<file path="src/rtl/oscilo_pkg.sv">
// Shared constants and types for the oscilloscope capture/read-back path.
package oscilo_pkg;

    localparam int unsigned CLK_HZ_DEFAULT   = 50_000_000;
    localparam int unsigned BAUD_DEFAULT     = 115_200;
    localparam int unsigned BAUD_DIV_DEFAULT = CLK_HZ_DEFAULT / BAUD_DEFAULT;

    // Top-level state watcher code that launches the read-back.
    localparam logic [7:0] ST_SAMPLE_READ = 8'h22;

    typedef enum logic [2:0] {
        StIdle,
        StHdr,
        StWaitH,
        StFetch,
        StWaitS,
        StDone
    } sample_reader_state_t;

endpackage

</file>
<file path="src/rtl/sample_reader_if.sv">
// Async-read sample memory port: the reader drives address/enable, memory returns data.
interface sample_reader_if #(
    parameter int unsigned ADDR_WIDTH = 8,
    parameter int unsigned DATA_WIDTH = 8
);

    logic [ADDR_WIDTH-1:0] mem_addr;
    logic                  mem_oe;
    logic [DATA_WIDTH-1:0] mem_data;

    modport master (
        output mem_addr,
        output mem_oe,
        input  mem_data
    );

    modport slave (
        input  mem_addr,
        input  mem_oe,
        output mem_data
    );

endinterface

</file>
<file path="src/rtl/uart_tx.sv">
// 8N1 UART transmitter; one byte per tx_start, tx_busy covers start bit through stop bit.
module uart_tx
    import oscilo_pkg::*;
#(
    parameter int unsigned BAUD_DIV = BAUD_DIV_DEFAULT
) (
    input  logic       clk_50mhz,
    input  logic       reset,
    input  logic       tx_start,
    input  logic [7:0] tx_data,
    output logic       txd,
    output logic       tx_busy
);

    localparam int unsigned CntW = (BAUD_DIV > 1) ? $clog2(BAUD_DIV) : 1;
    localparam logic [CntW-1:0] CntMax = CntW'(BAUD_DIV - 1);

    logic [CntW-1:0] baud_cnt_q;
    logic [3:0]      bit_idx_q;
    logic [9:0]      shift_q;
    logic            busy_q;

    always_ff @(posedge clk_50mhz or negedge reset) begin
        if (!reset) begin
            baud_cnt_q <= '0;
            bit_idx_q  <= '0;
            shift_q    <= '1;
            busy_q     <= 1'b0;
        end else if (!busy_q) begin
            if (tx_start) begin
                shift_q    <= {1'b1, tx_data, 1'b0};
                busy_q     <= 1'b1;
                baud_cnt_q <= '0;
                bit_idx_q  <= '0;
            end
        end else if (baud_cnt_q == CntMax) begin
            baud_cnt_q <= '0;
            if (bit_idx_q == 4'd9) begin
                busy_q <= 1'b0;
            end else begin
                bit_idx_q <= bit_idx_q + 4'd1;
                shift_q   <= {1'b1, shift_q[9:1]};
            end
        end else begin
            baud_cnt_q <= baud_cnt_q + CntW'(1);
        end
    end

    // Combinational so that reset forces the line idle without waiting for a clock.
    assign txd     = busy_q ? shift_q[0] : 1'b1;
    assign tx_busy = busy_q;

endmodule

</file>
<file path="src/rtl/sample_reader.sv">
// Streams a sync header plus every sample-memory word over UART after an activate edge.
module sample_reader
    import oscilo_pkg::*;
#(
    parameter int unsigned CLK_HZ     = CLK_HZ_DEFAULT,
    parameter int unsigned BAUD       = BAUD_DEFAULT,
    parameter int unsigned ADDR_WIDTH = 8,
    parameter int unsigned DATA_WIDTH = 8,
    parameter logic [7:0]  HEADER     = 8'hA5
) (
    input  logic             clk_50mhz,
    input  logic             reset,
    input  logic             activate,
    output logic             done,
    output logic             busy,
    sample_reader_if.master  mem,
    output logic             txd
);

    localparam int unsigned BAUD_DIV = CLK_HZ / BAUD;

    sample_reader_state_t  state_q, state_d;
    logic [ADDR_WIDTH-1:0] addr_q, addr_d;
    logic                  act_q;
    logic                  start_edge;
    logic                  tx_start;
    logic [7:0]            tx_data;
    logic                  tx_busy;
    logic [DATA_WIDTH-1:0] sample;

    assign start_edge = activate & ~act_q;
    assign sample     = mem.mem_data;

    always_comb begin
        state_d = state_q;
        addr_d  = addr_q;
        case (state_q)
            StIdle: begin
                if (start_edge) begin
                    state_d = StHdr;
                    addr_d  = '0;
                end
            end
            StHdr:   state_d = StWaitH;
            StWaitH: if (!tx_busy) state_d = StFetch;
            StFetch: state_d = StWaitS;
            StWaitS: begin
                if (!tx_busy) begin
                    // Compare rather than rely on overflow so the address never wraps.
                    if (addr_q == '1) begin
                        state_d = StDone;
                    end else begin
                        addr_d  = addr_q + ADDR_WIDTH'(1);
                        state_d = StFetch;
                    end
                end
            end
            StDone: begin
                if (start_edge) begin
                    state_d = StHdr;
                    addr_d  = '0;
                end else if (!activate) begin
                    state_d = StIdle;
                end
            end
            default: state_d = StIdle;
        endcase
    end

    always_ff @(posedge clk_50mhz or negedge reset) begin
        if (!reset) begin
            state_q <= StIdle;
            addr_q  <= '0;
            act_q   <= 1'b0;
        end else begin
            state_q <= state_d;
            addr_q  <= addr_d;
            act_q   <= activate;
        end
    end

    assign done         = (state_q == StDone);
    assign busy         = (state_q != StIdle) && (state_q != StDone);
    assign mem.mem_oe   = (state_q == StFetch);
    assign mem.mem_addr = addr_q;
    assign tx_start     = (state_q == StHdr) || (state_q == StFetch);
    assign tx_data      = (state_q == StFetch) ? sample[7:0] : HEADER;

    uart_tx #(
        .BAUD_DIV (BAUD_DIV)
    ) u_uart_tx (
        .clk_50mhz (clk_50mhz),
        .reset     (reset),
        .tx_start  (tx_start),
        .tx_data   (tx_data),
        .txd       (txd),
        .tx_busy   (tx_busy)
    );

endmodule
</file>
<file path="src/flat_wrapper.sv">
// flat-port wrapper written by rule: the top's interface ports become plain ports
module sample_reader_flat import oscilo_pkg::*;
#(
    parameter int unsigned CLK_HZ     = CLK_HZ_DEFAULT,
    parameter int unsigned BAUD       = BAUD_DEFAULT,
    parameter int unsigned ADDR_WIDTH = 8,
    parameter int unsigned DATA_WIDTH = 8,
    parameter logic [7:0]  HEADER     = 8'hA5
)
  (clk_50mhz, reset, activate, done, busy, txd, mem_mem_addr, mem_mem_oe, mem_mem_data);
  sample_reader_if #(.ADDR_WIDTH(ADDR_WIDTH), .DATA_WIDTH(DATA_WIDTH)) mem_i ();
  input  logic clk_50mhz;
  input  logic reset;
  input  logic activate;
  output logic done;
  output logic busy;
  output logic txd;
  output wire logic [$bits(mem_i.mem_addr)-1:0] mem_mem_addr;
  output wire logic [$bits(mem_i.mem_oe)-1:0] mem_mem_oe;
  input wire logic [$bits(mem_i.mem_data)-1:0] mem_mem_data;
  assign mem_mem_addr = mem_i.mem_addr;
  assign mem_mem_oe = mem_i.mem_oe;
  assign mem_i.mem_data = mem_mem_data;
  sample_reader #(.CLK_HZ(CLK_HZ), .BAUD(BAUD), .ADDR_WIDTH(ADDR_WIDTH), .DATA_WIDTH(DATA_WIDTH), .HEADER(HEADER)) u_core (.clk_50mhz(clk_50mhz), .reset(reset), .activate(activate), .done(done), .busy(busy), .mem(mem_i), .txd(txd));
endmodule
</file>
<file path="config.mk">
export PLATFORM = sky130hd
export DESIGN_NAME = sample_reader_flat
export DESIGN_NICKNAME = d
export VERILOG_FILES = /design/src/rtl/oscilo_pkg.sv /design/src/rtl/sample_reader_if.sv /design/src/rtl/uart_tx.sv /design/src/rtl/sample_reader.sv /design/src/flat_wrapper.sv
export SDC_FILE = /design/constraint.sdc
export NUM_CORES = 1
export LEC_CHECK = 0
export BUFFER_PORTS_ARGS = -buffer_cell sky130_fd_sc_hd__buf_2
export CAP_MARGIN = 15
export CORE_ASPECT_RATIO = 0.6
export CORE_UTILIZATION = 52
export CTS_CLUSTER_SIZE = 12
export DETAILED_ROUTE_END_ITERATION = 16
export GPL_ROUTABILITY_DRIVEN = 1
export PLACE_DENSITY = 0.75
export SLEW_MARGIN = 10
export SYNTH_ARGS = -nofsm -noshare
export SYNTH_HDL_FRONTEND = slang
export SYNTH_SLANG_ARGS = --single-unit
export TNS_END_PERCENT = 50
</file>
<file path="constraint.sdc">
create_clock -name clk_50mhz -period 1.8 [get_ports clk_50mhz]
set_input_delay 0.09 -clock clk_50mhz [delete_from_list [all_inputs] [get_ports clk_50mhz]]
set_output_delay 0.09 -clock clk_50mhz [all_outputs]
set_load 0.005 [all_outputs]
</file>
==> results of run 1 <==
[sequential cells by signal, summed over array words and instances (netlist names)]
signal and count:
u_core.u_uart_tx.bit_idx_q 4, u_core.mem.mem_addr 8, u_core.u_uart_tx.tx_busy 1, u_core.u_uart_tx.shift_q 9, u_core.u_uart_tx.baud_cnt_q 9, u_core.act_q 1, u_core.state_q 3
[per-layer routing]
| metal | up-vias | GRT usage, % | wire length, µm |
|---|---|---|---|
| met2 | 66 | 41.4 | 2200 |
| met5 | - | 0 | 0 |
| li1 | 836 | - | - |
| met1 | 850 | 35.2 | 2130 |
| met3 | 15 | 6.48 | 256 |
| met4 | 0 | 8.93 | 97 |
[through the flow]
stage	hold WS, ns	instance area [µm²]
after floorplan	-0.206	1970
after global placement	0.197	2200
after detailed placement	0.209	2200
after CTS	0.0634	2330
after global routing	0.0670	2340
final	0.0637	2340
[layout make-up]
type / instances / area (µm²)
Fill cell: 255 / 1080
Multi-Input combinational cell: 154 / 1010
Sequential cell: 35 / 887
Timing Repair Buffer: 42 / 278
Clock buffer: 7 / 86.3
Tap cell: 45 / 56.3
Inverter: 7 / 26.3
Clock inverter: 1 / 5.00
[critical path, delay by kind of cell, from the launching register on]
kind,cells,cell delay [ns]
AOI/OAI and AO/OA,2,0.29
adders and majority gates,1,0.19
buffers and inverters,2,0.23
DFF,1,0.37
and+or+nand+nor,3,0.67
[cell usage after synthesis (all sizes together), types with 2 or more instances]
master and number:
and2 2, nand3 9, o21ai 28, a21oi 9
nor3 3, nor2 9, nand2 25, clkbuf 10
inv 7, and3 12, nor2b 5, a31oi 11
or3 4, o41ai 2, a41o 2, buf 5
mux2i 2, o31ai 4, dfstp 9, ha 5
dfrtp 26, nand2b 4
[where the power goes]
| part | switching (W) | internal [W] | leakage (nW) | total, W |
|---|---|---|---|---|
| combinational | 0.000654 | 0.000550 | 0.666 | 0.00120 |
| clock | 0.000291 | 0.000309 | 0.0482 | 0.000600 |
| sequential | 0.000233 | 0.00110 | 0.433 | 0.00133 |
| total | 0.00118 | 0.00196 | 1.15 | 0.00314 |
[worst paths after layout]
path | startpoint | to | cells after the start
max in group asynchronous | reset | u_core.u_uart_tx.baud_cnt_q[7]$_DFFE_PN0P_ | 2
max | u_core.u_uart_tx.baud_cnt_q[1]$_DFFE_PN0P_ | u_core.u_uart_tx.shift_q[5]$_DFFE_PN1P_ | 8
min reg2reg | u_core.u_uart_tx.shift_q[6]$_DFFE_PN1P_ | u_core.u_uart_tx.shift_q[6]$_DFFE_PN1P_ | 2
max reg2reg | u_core.u_uart_tx.baud_cnt_q[1]$_DFFE_PN0P_ | u_core.u_uart_tx.shift_q[5]$_DFFE_PN1P_ | 8
min | mem_mem_data[7] | u_core.u_uart_tx.shift_q[8]$_DFFE_PN1P_ | 3
min in group asynchronous | reset | u_core.mem.mem_addr[3]$_DFFE_PN0P_ | 2
[timing repair]
| item | 4_1_cts | 5_1_grt |
|---|---|---|
| hold buffers | 2 | 0 |
| gates cloned | 0 | 0 |
| pin swaps | 0 | 1 |
| setup buffers | 1 | 0 |
| hold endpoints to repair | 27 | 0 |
| gates resized for setup | 2 | 4 |
| endpoints found under the setup margin | 12 | 23 |
[logic make-up (layout without fill, tap and decap cells)]
logic type      count (synthesis)  after routing  synth area share, %
flops                          35             35                 45.0
fa+ha+maj                       5              5                 3.17
simple gates                   83             83                 22.7
buf+inv                        22             57                 5.33
mux                             3              3                 1.59
compound gates                 63             63                 22.2
==> impl_results.md, run 1 <==
* Post-Syn Area at approximately 2000 µm²
* Worst-Skew Late Latency at about 0.29 ns
* Port bufs at 22
* WP data required at between 2 and 2.5 ns
* HP Class: input port to flop
* Max-slew violations at 0
* DRC viols at 0
* Crit path time final at between 1.5 and 2 ns
* Maximum vdd drop at between 0.8 and 0.9 mV
* Syn_nets at between 200 and 250
* Rows at 16
* Final net count at between 200 and 300
* Via count at approximately 1800
* Max incr delay on CP at approximately 0.46 ns
* Post-synth ARST share at 100%
* Cell count after synthesis at roughly 210
* DR WL/cell at 16.1 µm
* 1st-iter DRT viols at ~120
* Final setup viols at 11
* Total placed cells including tap cells at 280
* Initial Util at between 50 and 60%
* Max_slew headroom at roughly half
* Clock root buffer master: clkbuf_8
* Largest net degree at the start of global routing at 36
* TNS Setup at -0.177 ns
* TritonCTS Sinks at 35
* Htree depth at 2
* Syn avg cell area at slightly above 9 µm²
* Commonest non-fill, non-tap cells in the layout: dfrtp_1 (26), nand2_1 (25), buf_2 (22), o21ai_0 (19), buf_4 (17)
* Critical path class: flop to flop
* Synth area leaders: dfrtp_1 (33%), dfstp_2 (12%), o21ai_0 (4.8%)
* Layout Skew at 0.00280 ns
* Register area share after synthesis at between 40% and 50%
* I/O pin cnt at 23
* Final cell count without fillers at a little under 300
* Vias per inst at between 6 and 7
* GRT Util Overall at 26.3%
* Final Worst Setup Slack at -0.0360 ns
* Cts bufs inserted at 5
* Worst-path maximum fanout at 15
* Failing checks: negative setup slack
* Yosys cell types at 46
* Post-synth EDFFs at 0
* Post-DP HPWL at 3230 µm
* Worst path cell trace: inv_1, ha_2, nand4b_4, o41ai_4, or3b_4, buf_12, nand2_1, o21ai_2
* Area growth, synth to finish at 19.0%
* Cell accounting for the most synthesized area: dfrtp_1
* Post-synth top area share at 33.0%
* CTS tree: done
* Setup WS pre-CTS at -0.0169 ns
* Die ar. at 4050 µm²
* Routed WL at between 4000 and 5000 µm
* Leakage power at ~1.1 nW
* Antenna Violating Nets Remaining at 0
* CP Capture Type: flop
* Vias in the first global route at ~1700
* RD Place Congestion at 0.886
* Die Height at about 50 µm
* Pwr dens at about 1300 nW/µm²
* CTS clk-pin slew, worst paths at approximately 0.070 ns
* Flops & latches, synth at 35
* Synth warn at 0
* RSZ-0062 raised after global routing: yes
* Die width at 81.5 µm
* Worst Path Arrival at roughly 2.1 ns
* Setup slack, reg-to-reg at -0.04 ns
* Initial antenna violation count at 0
* First drt pass iteration count at 5
* Max Cap Violations at 0
* Layout cells sized above 1 at 30.9%
* Grt total ovfl at 0
* Max clock buf depth at 2
* Global-route wire length before repair at between 7000 and 8000 µm
* Most used flip-flop cell after synthesis: dfrtp_1
* Critical path's slowest cell: or3b_4
* Post-Route Utilization at approximately two thirds
* CP startpoint kind: flop
* Commonest non-fill, non-tap cell in the layout: dfrtp_1
* Total power at roughly 0.0031 W
* Status: finished, violations left
* ANT cells at 0
* Core area at about 3400 µm²
* Worst slew pin tran at roughly 0.77 ns
* Period utilization at 102%
* Fmax at 0.545 GHz
* Final hold viol count at 0
No activity file was read; power rests on OpenSTA's default activity.
==> run 2, diff against run 1 <==
CORE_MARGIN = 5   (was unset)
==> run 2 against run 1 <==
Compared with the run above:
- sequential power about the same
- the run now ends clean
- die area up 28%
- power up 8.1%
==> impl_results.md, run 2 (synthesis results as in run 1) <==
* Status: finished, final reports clean
* Final Worst Setup Slack at 0.0414 ns (+0.0774 ns)
* Critical path's slowest cell: or3b_4
* Hold Startpoint: mem_mem_data[7]
* TNS Setup at 0 ns (+0.177 ns)
* Setup WS pre-CTS at -0.0122 ns (+0.00470 ns)
* HP Class: input port to flop
* Final net count at 266 (+1.9%)
* Final cell count without fillers at 298 (+2.4%)
* Antenna Violating Nets Remaining at 0 (unchanged)
* Largest net degree at the start of global routing at 36 (unchanged)
* Maximum vdd drop at 0.764 mV (-6.2%)
* Crit path time final at 1.76 ns (-0.0774 ns)
* Vias in the first global route at 1608 (-3.1%)
* Initial antenna violation count at 0 (unchanged)
* Pwr dens at 1390 nW/µm² (+3.9%)
* Rows at 17 (+1)
* Htree depth at 2 (unchanged)
* CTS clk-pin slew, worst paths at 0.08 ns (about the same)
* Final setup viols at 0 (-11)
* Final Cell Area at 2440 µm² (+4.1%)
* Post-DP HPWL at 3110 µm (-3.5%)
* I/O pin cnt at 23 (unchanged)
* Worst-path maximum fanout at 13 (-2)
* Leakage power at 1.19 nW (+3.9%)
* Fmax at 0.569 GHz (+4.4%)
* Reg-to-reg startpoint: u_core.u_uart_tx.baud_cnt_q[1]$_DFFE_PN0P_
* Die Height at 57.7 µm (+16%)
* TritonCTS Sinks at 35 (unchanged)
* First drt pass iteration count at 4 (-1)
* Critical path startpoint: u_core.u_uart_tx.baud_cnt_q[1]$_DFFE_PN0P_
* Max incr delay on CP at 0.47 ns (about the same)
* # fillers at 312 (+22%)
* Global-route wire length before repair at 7700 µm (-2.3%)
* Commonest non-fill, non-tap cell in the layout: dfrtp_1
* Cts bufs inserted at 5 (unchanged)
* Period utilization at 97.7% (-4.3 points)
* Layout Skew at 0.00554 ns (+0.00274 ns)
* Routed WL at 4490 µm (-4.0%)
* Core area at 3660 µm² (+6.9%)
* Initial Util at 53.9% (-3.7 points)
* RSZ-0062 raised after global routing: yes
* Clock root buffer master: clkbuf_8
* CP top delay family: simple AND/OR/NAND/NOR gates
* Critical path class: flop to flop
* Die width at 89.5 µm (+9.8%)
* Port bufs at 22 (unchanged)
* CP bufs+invs at 2 (unchanged)
* Vias per inst at 5.61 (-7.5%)
* Area growth, synth to finish at 23.8%
* GRT Util Overall at 19.3% (-7.0 points)
* Via count at 1673 (-5.3%)
* DR WL/cell at 15.1 µm (-6.3%)
* Total placed cells including tap cells at 285 (+1.8%)
* Worst Path Arrival at 1.99 ns (-0.07 ns)
* Final hold viol count at 0 (unchanged)
* Worst-Skew Late Latency at 0.30 ns (about the same)
* RD Place Congestion at 0.848 (-4.3%)
* CP startpoint kind: flop
* Placed cell area at 2220 µm² (+1.1%)
* Max Cap Violations at 0 (unchanged)
* Worst slew pin tran at 0.758 ns (-0.0152 ns)
* CTS tree: done
* Commonest non-fill, non-tap cells in the layout: dfrtp_1 (25), nand2_1 (24), buf_2 (22), buf_4 (21), o21ai_0 (19)
* DRC viols at 0 (unchanged)
* Worst path cell trace: inv_2, ha_4, nand4b_4, o41ai_4, or3b_4, buf_12, nand2_1, o21ai_2
* Layout cells sized above 1 at 33.1% (+2.2 points)
* Max_slew headroom at 49.5% (+1.0 points)
* CP Capture Type: flop
* Die ar. at 5160 µm² (+28%)
* Max-slew violations at 0 (unchanged)
* Grt total ovfl at 0 (unchanged)
* ANT cells at 0 (unchanged)
* 1st-iter DRT viols at 89 (-28%)
* WP data required at 2.03 ns (about the same)
* Max clock buf depth at 2 (unchanged)
-- run 2: report_power, final --
part / internal (W) / switching, W / total, W / leakage, nW
Combinational: 0.000575 / 0.000598 / 0.00117 / 0.697
Sequential: 0.00110 / 0.000249 / 0.00135 / 0.431
Clock: 0.000553 / 0.000314 / 0.000867 / 0.0644
-- run 2: worst paths after layout --
kind | to | slack (ns) | depth (start not counted)
setup / recovery | u_core.u_uart_tx.shift_q[5]$_DFFE_PN1P_ | 0.04 | 8
hold / removal | u_core.u_uart_tx.shift_q[8]$_DFFE_PN1P_ | 0.05 | 3
setup reg to reg | u_core.u_uart_tx.shift_q[5]$_DFFE_PN1P_ | 0.04 | 8
hold reg to reg | u_core.u_uart_tx.shift_q[3]$_DFFE_PN1P_ | 0.47 | 2
max in group asynchronous | u_core.state_q[2]$_DFFE_PN0P_ | 0.87 | 2
min in group asynchronous | u_core.u_uart_tx.baud_cnt_q[2]$_DFFE_PN0P_ | 0.39 | 2
-- run 2: worst reg2reg max path, delay by kind of cell (launching register included) --
kind / cells / cell delay, ns
DFF: 1 / 0.39
AOI/OAI and AO/OA: 2 / 0.27
and+or+nand+nor: 3 / 0.67
adders and majority gates: 1 / 0.13
buffers and inverters: 2 / 0.24
-- run 2: layout make-up --
cell class / instances / area, µm² / area share [%]
Inverter: 7 / 26.3 / 1.08
Clock buffer: 5 / 68.8 / 2.82
Tap cell: 47 / 58.8 / 2.41
Sequential cell: 35 / 888 / 36.4
Clock inverter: 3 / 67.6 / 2.77
Timing Repair Buffer: 47 / 319 / 13.1
Multi-Input combinational cell: 154 / 1010 / 41.4
-- run 2: metal layers --
| layer | track usage (%) | wire length (µm) | part of all wire, % | vias to the layer above |
|---|---|---|---|---|
| li1 | - | - | - | 846 |
| met1 | 29.9 | 2410 | 54 | 790 |
| met2 | 25.6 | 1820 | 40 | 29 |
| met3 | 5.11 | 202 | 4.5 | 8 |
| met4 | 6.58 | 61 | 1.4 | 0 |
| met5 | 0 | 0 | 0 | - |
-- run 2: what timing repair did --
| action | CTS | global route |
|---|---|---|
| setup buffers | 0 | 3 |
| endpoints found under the hold margin | 27 | 0 |
| endpoints found under the setup margin | 6 | 21 |
| pin swaps | 0 | 3 |
| hold buffers | 2 | 0 |
| resized for setup | 4 | 5 |
-- run 2: metrics by stage --
step / util [%] / hold slack [ns] / power, W
after global routing: 66.7 / 0.0424 / 0.00367
final: 66.7 / 0.0492 / 0.00339
after global placement: 60.8 / 0.213 / 0.00242
after detailed placement: 60.8 / 0.220 / 0.00246
after floorplan: - / -0.206 / 0.00202
after CTS: 65.7 / 0.0414 / 0.00338
